## src/rtl/element_reader_pkg.sv

```systemverilog
// Shared definitions for the element RAM word format and the read-back FSM.
// The writer side uses the same field positions.
package element_reader_pkg;

  localparam int NODE_A_MSB   = 31;
  localparam int NODE_A_LSB   = 27;
  localparam int NODE_B_MSB   = 26;
  localparam int NODE_B_LSB   = 22;
  localparam int TYPE_MSB     = 21;
  localparam int TYPE_LSB     = 20;
  localparam int EXP_SIGN_BIT = 19;
  localparam int EXP_MAG_MSB  = 18;
  localparam int EXP_MAG_LSB  = 10;
  localparam int VALUE_MSB    = 9;
  localparam int VALUE_LSB    = 0;

  typedef enum logic [1:0] {
    TYPE_VSRC    = 2'd0,
    TYPE_ISRC    = 2'd1,
    TYPE_RES     = 2'd2,
    TYPE_INVALID = 2'd3
  } elem_type_e;

  typedef enum logic [2:0] {
    ST_IDLE    = 3'd0,
    ST_FETCH   = 3'd1,
    ST_WAIT    = 3'd2,
    ST_PRESENT = 3'd3,
    ST_FINISH  = 3'd4
  } state_e;

endpackage

```

## src/rtl/element_unpack.sv

```systemverilog
// Purely combinational slicer from a 32-bit element word to its typed fields.
// Also reused by the HEX browse display.
module element_unpack
  import element_reader_pkg::*;
(
  input  logic [31:0] word,
  output logic [4:0]  node_a,
  output logic [4:0]  node_b,
  output logic [1:0]  etype,
  output logic        exp_neg,
  output logic [8:0]  exp_mag,
  output logic [9:0]  value
);

  assign node_a  = word[NODE_A_MSB:NODE_A_LSB];
  assign node_b  = word[NODE_B_MSB:NODE_B_LSB];
  assign etype   = word[TYPE_MSB:TYPE_LSB];
  assign exp_neg = word[EXP_SIGN_BIT];
  assign exp_mag = word[EXP_MAG_MSB:EXP_MAG_LSB];
  assign value   = word[VALUE_MSB:VALUE_LSB];

endmodule

```

## src/rtl/element_reader.sv

```systemverilog
// Walks entries 0..n-1 of the element RAM and presents each unpacked element
// on a valid/ready stream; pulses done once the last element is accepted.
module element_reader
  import element_reader_pkg::*;
#(
  parameter int RAM_LATENCY  = 1,
  parameter int MAX_ELEMENTS = 32
) (
  input  logic        clk,
  input  logic        reset,
  input  logic        start,
  input  logic [5:0]  element_count,
  output logic [4:0]  element_addr,
  input  logic [31:0] element_q,
  output logic        elem_valid,
  input  logic        elem_ready,
  output logic [4:0]  elem_index,
  output logic [1:0]  elem_type,
  output logic [9:0]  elem_value,
  output logic        elem_exp_neg,
  output logic [8:0]  elem_exp_mag,
  output logic [4:0]  node_a,
  output logic [4:0]  node_b,
  output logic        elem_invalid,
  output logic        busy,
  output logic        done
);

  localparam logic [5:0] MAX_N = 6'(MAX_ELEMENTS);
  localparam logic [1:0] LAT   = 2'(RAM_LATENCY);

  state_e     state_r;
  logic [4:0] idx_r;
  logic [5:0] n_r;
  logic [1:0] wait_cnt_r;

  logic [4:0] node_a_s;
  logic [4:0] node_b_s;
  logic [1:0] etype_s;
  logic       exp_neg_s;
  logic [8:0] exp_mag_s;
  logic [9:0] value_s;
  logic [5:0] count_clamped_s;
  logic       last_s;

  element_unpack u_unpack (
    .word    (element_q),
    .node_a  (node_a_s),
    .node_b  (node_b_s),
    .etype   (etype_s),
    .exp_neg (exp_neg_s),
    .exp_mag (exp_mag_s),
    .value   (value_s)
  );

  assign count_clamped_s = (element_count > MAX_N) ? MAX_N : element_count;
  assign last_s          = ({1'b0, idx_r} == (n_r - 6'd1));

  // Read-back FSM; every output is registered here so the stream fields only change on capture.
  always_ff @(posedge clk or posedge reset) begin
    if (reset) begin
      state_r      <= ST_IDLE;
      idx_r        <= 5'd0;
      n_r          <= 6'd0;
      wait_cnt_r   <= 2'd0;
      element_addr <= 5'd0;
      elem_valid   <= 1'b0;
      elem_index   <= 5'd0;
      elem_type    <= 2'd0;
      elem_value   <= 10'd0;
      elem_exp_neg <= 1'b0;
      elem_exp_mag <= 9'd0;
      node_a       <= 5'd0;
      node_b       <= 5'd0;
      elem_invalid <= 1'b0;
      busy         <= 1'b0;
      done         <= 1'b0;
    end else begin
      done <= 1'b0;
      case (state_r)
        ST_IDLE: begin
          if (start) begin
            n_r     <= count_clamped_s;
            idx_r   <= 5'd0;
            busy    <= 1'b1;
            state_r <= (count_clamped_s == 6'd0) ? ST_FINISH : ST_FETCH;
          end
        end
        ST_FETCH: begin
          element_addr <= idx_r;
          wait_cnt_r   <= LAT;
          state_r      <= ST_WAIT;
        end
        // The counter reaches zero on the edge where element_q reflects the new address.
        ST_WAIT: begin
          if (wait_cnt_r == 2'd0) begin
            node_a       <= node_a_s;
            node_b       <= node_b_s;
            elem_type    <= etype_s;
            elem_exp_neg <= exp_neg_s;
            elem_exp_mag <= exp_mag_s;
            elem_value   <= value_s;
            elem_index   <= idx_r;
            elem_invalid <= (etype_s == TYPE_INVALID);
            elem_valid   <= 1'b1;
            state_r      <= ST_PRESENT;
          end else begin
            wait_cnt_r <= wait_cnt_r - 2'd1;
          end
        end
        ST_PRESENT: begin
          if (elem_ready) begin
            elem_valid   <= 1'b0;
            elem_invalid <= 1'b0;
            if (last_s) begin
              state_r <= ST_FINISH;
            end else begin
              idx_r   <= idx_r + 5'd1;
              state_r <= ST_FETCH;
            end
          end
        end
        ST_FINISH: begin
          done    <= 1'b1;
          busy    <= 1'b0;
          state_r <= ST_IDLE;
        end
        default: begin
          state_r <= ST_IDLE;
        end
      endcase
    end
  end

endmodule

```

## config.mk

```make
export PLATFORM = sky130hd
export DESIGN_NAME = element_reader
export DESIGN_NICKNAME = d
export VERILOG_FILES = /design/src/rtl/element_reader_pkg.sv /design/src/rtl/element_unpack.sv /design/src/rtl/element_reader.sv
export SDC_FILE = /design/constraint.sdc
export NUM_CORES = 1
export LEC_CHECK = 0
export BUFFER_PORTS_ARGS = -buffer_cell sky130_fd_sc_hd__buf_2
export CAP_MARGIN = 40
export CORE_MARGIN = 2
export CORE_UTILIZATION = 50
export DETAILED_ROUTE_END_ITERATION = 16
export HOLD_SLACK_MARGIN = 0.15
export PLACE_DENSITY = 0.79
export SLEW_MARGIN = 30
export SYNTH_ARGS = -nofsm -noshare
export SYNTH_HDL_FRONTEND = slang
export SYNTH_SLANG_ARGS = --single-unit
```

## constraint.sdc

```tcl
create_clock -name clk -period 3 [get_ports clk]
set_input_delay 0.45 -clock clk [delete_from_list [all_inputs] [get_ports clk]]
set_output_delay 0.45 -clock clk [all_outputs]
set_load 0.02 [all_outputs]
```

# After elaboration in Yosys (flattened, before gate mapping)
# Cells that the tools add are included.
[op_classes]
addsub = 3
order_cmp = 1
n_reduce_logical = 14
n_eq_ne = 11
n_mux = 21
[op_table]
columns = ["operator", "n"]
rows = [
  ["$mux W3", 5],
  ["$mux W5", 3],
  ["$pmux W3 S4", 1],
  ["$ne A2 B2 Y1 const B", 5],
  ["$pmux W5 S2", 1],
  ["$reduce_and A2 Y1", 4],
  ["$reduce_bool A2 Y1", 4],
  ["$eq A3 B2 Y1 const B", 2],
  ["$eq A5 B6 Y1", 1],
  ["$gt A6 B6 Y1 const B", 1],
  ["$logic_not A6 Y1", 1],
  ["$mux W6", 1],
  ["$pmux W1 S2", 3],
  ["$reduce_and A3 Y1", 2],
  ["$sub A6 B1 Y6 const B", 1],
  ["$add A5 B1 Y5 const B", 1],
  ["$mux W1", 5],
  ["$pmux W2 S2", 1],
  ["$reduce_and A4 Y1", 1],
  ["$eq A3 B1 Y1 const B", 1],
  ["$eq A3 B3 Y1 const B", 1],
  ["$logic_not A3 Y1", 1],
  ["$eq A2 B2 Y1 const B", 1],
  ["$logic_not A2 Y1", 1],
  ["other kinds (2)", 2],
]
[totals]
out_inout_bits = 46
wordCells = 66
register_bits = 62
input_bits = 42

# Logic depth before layout (Yosys ltp)
[depth]
word_depth = 6
mapped_depth = 8
depth_no_buf = 8

# Cells and area by module
# Synthesis repeated with hierarchy kept, for this count alone.
[unflattened]
cells_unflattened = 248
area_unflattened_um2 = 2941.6
[modules_own_cells]
columns = ["mod", "instances", "seq_area_each_um2", "area_each_um2", "cells_per_inst"]
rows = [
  ["element_reader", 1, 1551.5, 2701.3, 216],
  ["element_unpack", 1, 0.0, 240.2, 32],
]

# Worst setup path after synthesis
# OpenSTA, ideal clock, no wires.
[synth_timing]
kind = "register to register"
from = "register n_r[0]"
to = "register idx_r[0]"
stages_incl_launch_ff = 8
n_path_buf = 0
setup_time_ps = 125
required_time_ps = 2875
synth_period_minus_slack_ps = 2148
arrival_ps = 2023
setup_slack_ps = 852
cell_sequence = "dfrtp_1 -> inv_1 -> ha_1 -> and2_4 -> o21a_1 -> o31a_1 -> o41ai_4 -> mux2_4"
[synth_between]
elab_chain_cells = 4
[synth_rtl]
columns = ["item", "line_no", "source"]
rows = [
  ["start, declared", "element_reader.sv:34", "logic [5:0] n_r;"],
  ["start signal, assigned", "element_reader.sv:83", "n_r <= count_clamped_s;"],
  ["$sub A6 B1 Y6", "element_reader.sv:57", "assign last_s = ({1'b0, idx_r} == (n_r - 6'd1));"],
  ["$eq A5 B6 Y1", "element_reader.sv:57", ""],
  ["$ne A2 B2 Y1 (no line)", "--", ""],
  ["$reduce_and A4 Y1 (no line)", "--", ""],
  ["end signal, assigned", "element_reader.sv:118", "idx_r <= idx_r + 5'd1;"],
  ["end, declared", "element_reader.sv:33", "logic [4:0] idx_r;"],
]
# No other way between the ends.
# A chain may end at the register's enable or synchronous reset.

# Worst setup path after layout
# Ends and elaborated chain as after synthesis.

==> metrics list <==
* Status: completed
* ANT nets after route: 0
- Launch instance of the worst register-to-register path: n_r[0]$_DFFE_PP0P_
* Wire length reported by the detailed router: 5.49 mm
* Clock share of power: 21.2%
- The first detailed-routing pass ran for 4 iterations.
- Post-route worst hold slack: 0.163 ns
* Per-instance average area after synthesis: 12.5 um2
* Unique cell type count in the Yosys netlist: 41
* Area of the core region: 0.00517 mm2
* Port Buffer Count: 87
* Cell area after placement: 0.00322 mm2
- Most common flop cell mapped by yosys: dfrtp_1
* Sequential cell area: 0.00155 mm2
* Via count normalized by instance count: 5.13
- The floorplan has 26 rows.
- Measured on the finished design, the core utilization comes to 66.9%.
* Overflow left after global routing: 0
- In this run the critical register-to-register path is captured at idx_r[0]$_DFFE_PP0P_.
* Wire length of the first global-routing pass: 9.30 mm
- The initial utilization of the core area, before any placement, comes to 52.2%.
- Clock skew on the completed layout was measured at 0.00766 ns.
* Switch share: 37.6%
* Vias after detailed routing: 1958
- The total count of max-transition violations in the final report is 0.
- Footprint of the multi-input gates: 0.00109 mm2
- VDD sags by at most 0.000622 V.
- Of the post-synthesis cell area, the dominant cell type holds 57.4%.
* Critical path data required time: 3.21 ns
* Clock root buffer: clkbuf_8
- The floorplan step set the die height to 77.5 um.
- Bufs on Longest Clock Path: 2
* Static leakage: 0.00171 uW
* Count of state elements after synthesis: 62
* Clock transition at the register clock pins on the worst setup and hold paths after CTS: 0.07 ns
- For this block, the initial DRC count from the detailed router was 81.
* Leading cell type in the layout, fill and taps excluded: buf_2
* Most used cells in the layout excluding fill and tap cells: buf_2 (87), dfrtp_1 (62), mux2_2 (42)
- Number of post-CTS setup repair buffers: 0
- Share of cells above drive strength 1: 50.6%
* Number of global-route vias before repair: 2034
* TritonCTS clock tree: built
- After layout, the minimum clock period comes to 2.33 ns.
- Once the clock tree was built, the resizer swapped 0 gates to a different size.
- Setup violations remaining at the end of the flow were counted as 0.
- Fin. Hold Viols: 0
* Die X: 77.5 um
- Mean routed wirelength per cell: 14.4 um
- Critical path launch point type: flip-flop
- Capturing element type of the critical path: flip-flop
- FF-to-FF setup slack: 0.67 ns
- Internal power: 2400 uW
- Relative to the synthesized area, the layout overhead comes to 28.1%.
- At the end of routability-driven placement, the weighted congestion stood at 0.818.
* Reg2Reg Depth: 7
* Antenna violations before repair: 0
- The largest individual stage delay along the critical path comes from the cell o41ai_4.
- Total negative slack: 0 ns
- Counting flops with an async set or reset pin after synthesis yields a share of 100%.
- After layout, the worst path uses 77.5% of the clock period.
- Cell accounting for the most synthesized area: dfrtp_1
- Across every metal layer, demand over resource in global routing totals 19.8%.
* Hold-fix buffer count after cts: 0
- The clock reaches the later pin of the worst-skew pair after 0.33 ns.
- Final-layout fill cell count: 407
* Worst hold path class: in -> async
* Synthesized instance count: 216
* Half-perimeter wire length after detailed placement: 3.95 mm
- Setup repair after global routing left no endpoint under its margin.
- Sequential share of the synthesized area: 57.4%
- The tree built by TritonCTS fans out to 62 sinks.
* Critical path fanouts, max: 9
* Area of the die: 0.00601 mm2
- Yosys mapped a number of flops with a built-in enable equal to 0.
- Max cap viols: 0
- Total DRC errors in the routed layout: 0
- At the pin with the least slew margin, the transition time is 0.762 ns.
- Data arrives at the worst endpoint at 2.54 ns.
* IO Count: 88
- In the final design database the tool counted 353 nets.
- Max stage delay on crit path: 0.61 ns
- Combinational fraction of design power: 41.9%
- Net Sw Power: 1450 uW
* Max transition margin: 48.8%
- 0 antenna diodes ended up in the layout.
- Summing all non-filler instances in the final layout gives an area of 0.00346 mm2.
- Post-synthesis net count: 261
- The H-tree generated during clock tree synthesis spans 3 levels.
- Based on the critical path, the design can be clocked at up to 430 MHz.
* Critical path type: reg -> reg
- Critical path, cell by cell: inv_1 -> ha_1 -> and2_4 -> o21a_1 -> o31a_1 -> o41ai_4 -> mux2_4
* Synth Cell Area: 0.00270 mm2
- For this design the ratio of total power to cell area is 1110 mW/mm2.
- Counting the buffers created by CTS gives 9.
- The completed layout was analyzed and its total power is 3850 uW.
- Sequential cells account for 36.9% of the total power.
- Largest cells by area after synthesis: dfrtp_1 (57%), mux2_2 (18%), nand2_1 (2.2%)
* Largest net degree at the start of global routing: 63
- YS warnings: 0
-- critical path: cells and delay by family, from the launching register on --
family / cells / cell delay, ns
and+or+nand+nor: 1 / 0.16
muxes: 1 / 0.35
AOI/OAI and AO/OA: 3 / 1.05
adders and majority gates: 1 / 0.20
buffers and inverters: 1 / 0.06
DFF: 1 / 0.38
-- sequential cells by signal, indices dropped and copies added (netlist names), 2 cells and up --
signal	cells
node_b	5
state_r	3
elem_index	5
elem_value	10
idx_r	5
node_a	5
elem_type	2
n_r	6
element_addr	5
elem_exp_mag	9
wait_cnt_r	2
-- power groups by stage --
stage,registers [uW],logic [uW],clock network (uW)
global route,1470,1750,872
CTS,1420,1630,835
global placement,1410,1580,0
finish,1420,1610,817
detailed placement,1430,1620,0
floorplan,1710,863,0
-- metrics by stage --
| stage | setup WS, ns | cells |
|---|---|---|
| floorplan | 0.852 | 216 |
| global placement | 0.774 | 366 |
| detailed placement | 0.704 | 366 |
| CTS | 0.666 | 381 |
| global route | 0.551 | 382 |
| finish | 0.674 | 382 |
-- per-layer routing --
layer	global-route usage, %	share of wire, %	routed length (um)	up-vias
met5	0	0	0	-
met3	5.58	5.5	303	11
met2	32.1	52	2850	56
met4	11.1	2.0	112	0
met1	23.7	41	2230	947
li1	-	-	-	944
-- layout make-up --
class                   instances  share of cell area (%)
inverters                       8                   0.868
multi-input cells             137                    31.4
clock buffers                  12                    4.48
clock inverters                 3                    1.95
repair buffers                 90                    14.0
well taps                      70                    2.53
flip-flops and latches         62                    44.8
-- Yosys cell counts, drive strengths merged (3+ instances only) --
cell type / number
or2: 4
buf: 4
nand3: 7
nor2: 8
nand2: 16
nand3b: 5
o21ai: 10
a21oi: 7
mux2: 43
clkbuf: 5
nor4: 3
inv: 8
ha: 3
nor3: 4
xor2: 4
dfrtp: 62
or3: 3
-- cell families (layout without fill, tap and decap cells) --
group / count (synthesis) / count (layout) / share of synthesized area (%)
compound gates: 27 / 27 / 6.72
xor+xnor: 6 / 6 / 2.22
fa+ha+maj: 3 / 3 / 1.39
simple gates: 58 / 58 / 11.8
flops: 62 / 62 / 57.4
buf+inv: 17 / 113 / 2.41
mux: 43 / 43 / 18.1
-- how the worst max path moves through the flow --
stage / start / to / depth (start not counted)
6_report: n_r[0]$_DFFE_PP0P_ / idx_r[0]$_DFFE_PP0P_ / 7
5_1_grt: n_r[0]$_DFFE_PP0P_ / idx_r[0]$_DFFE_PP0P_ / 7
4_1_cts: n_r[0]$_DFFE_PP0P_ / idx_r[0]$_DFFE_PP0P_ / 7
3_5_place_dp: n_r[0]$_DFFE_PP0P_ / idx_r[0]$_DFFE_PP0P_ / 7
3_3_place_gp: n_r[0]$_DFFE_PP0P_ / idx_r[0]$_DFFE_PP0P_ / 7
2_1_floorplan: n_r[0]$_DFFE_PP0P_ / idx_r[0]$_DFFE_PP0P_ / 7
(Power assumes the default switching activity.)
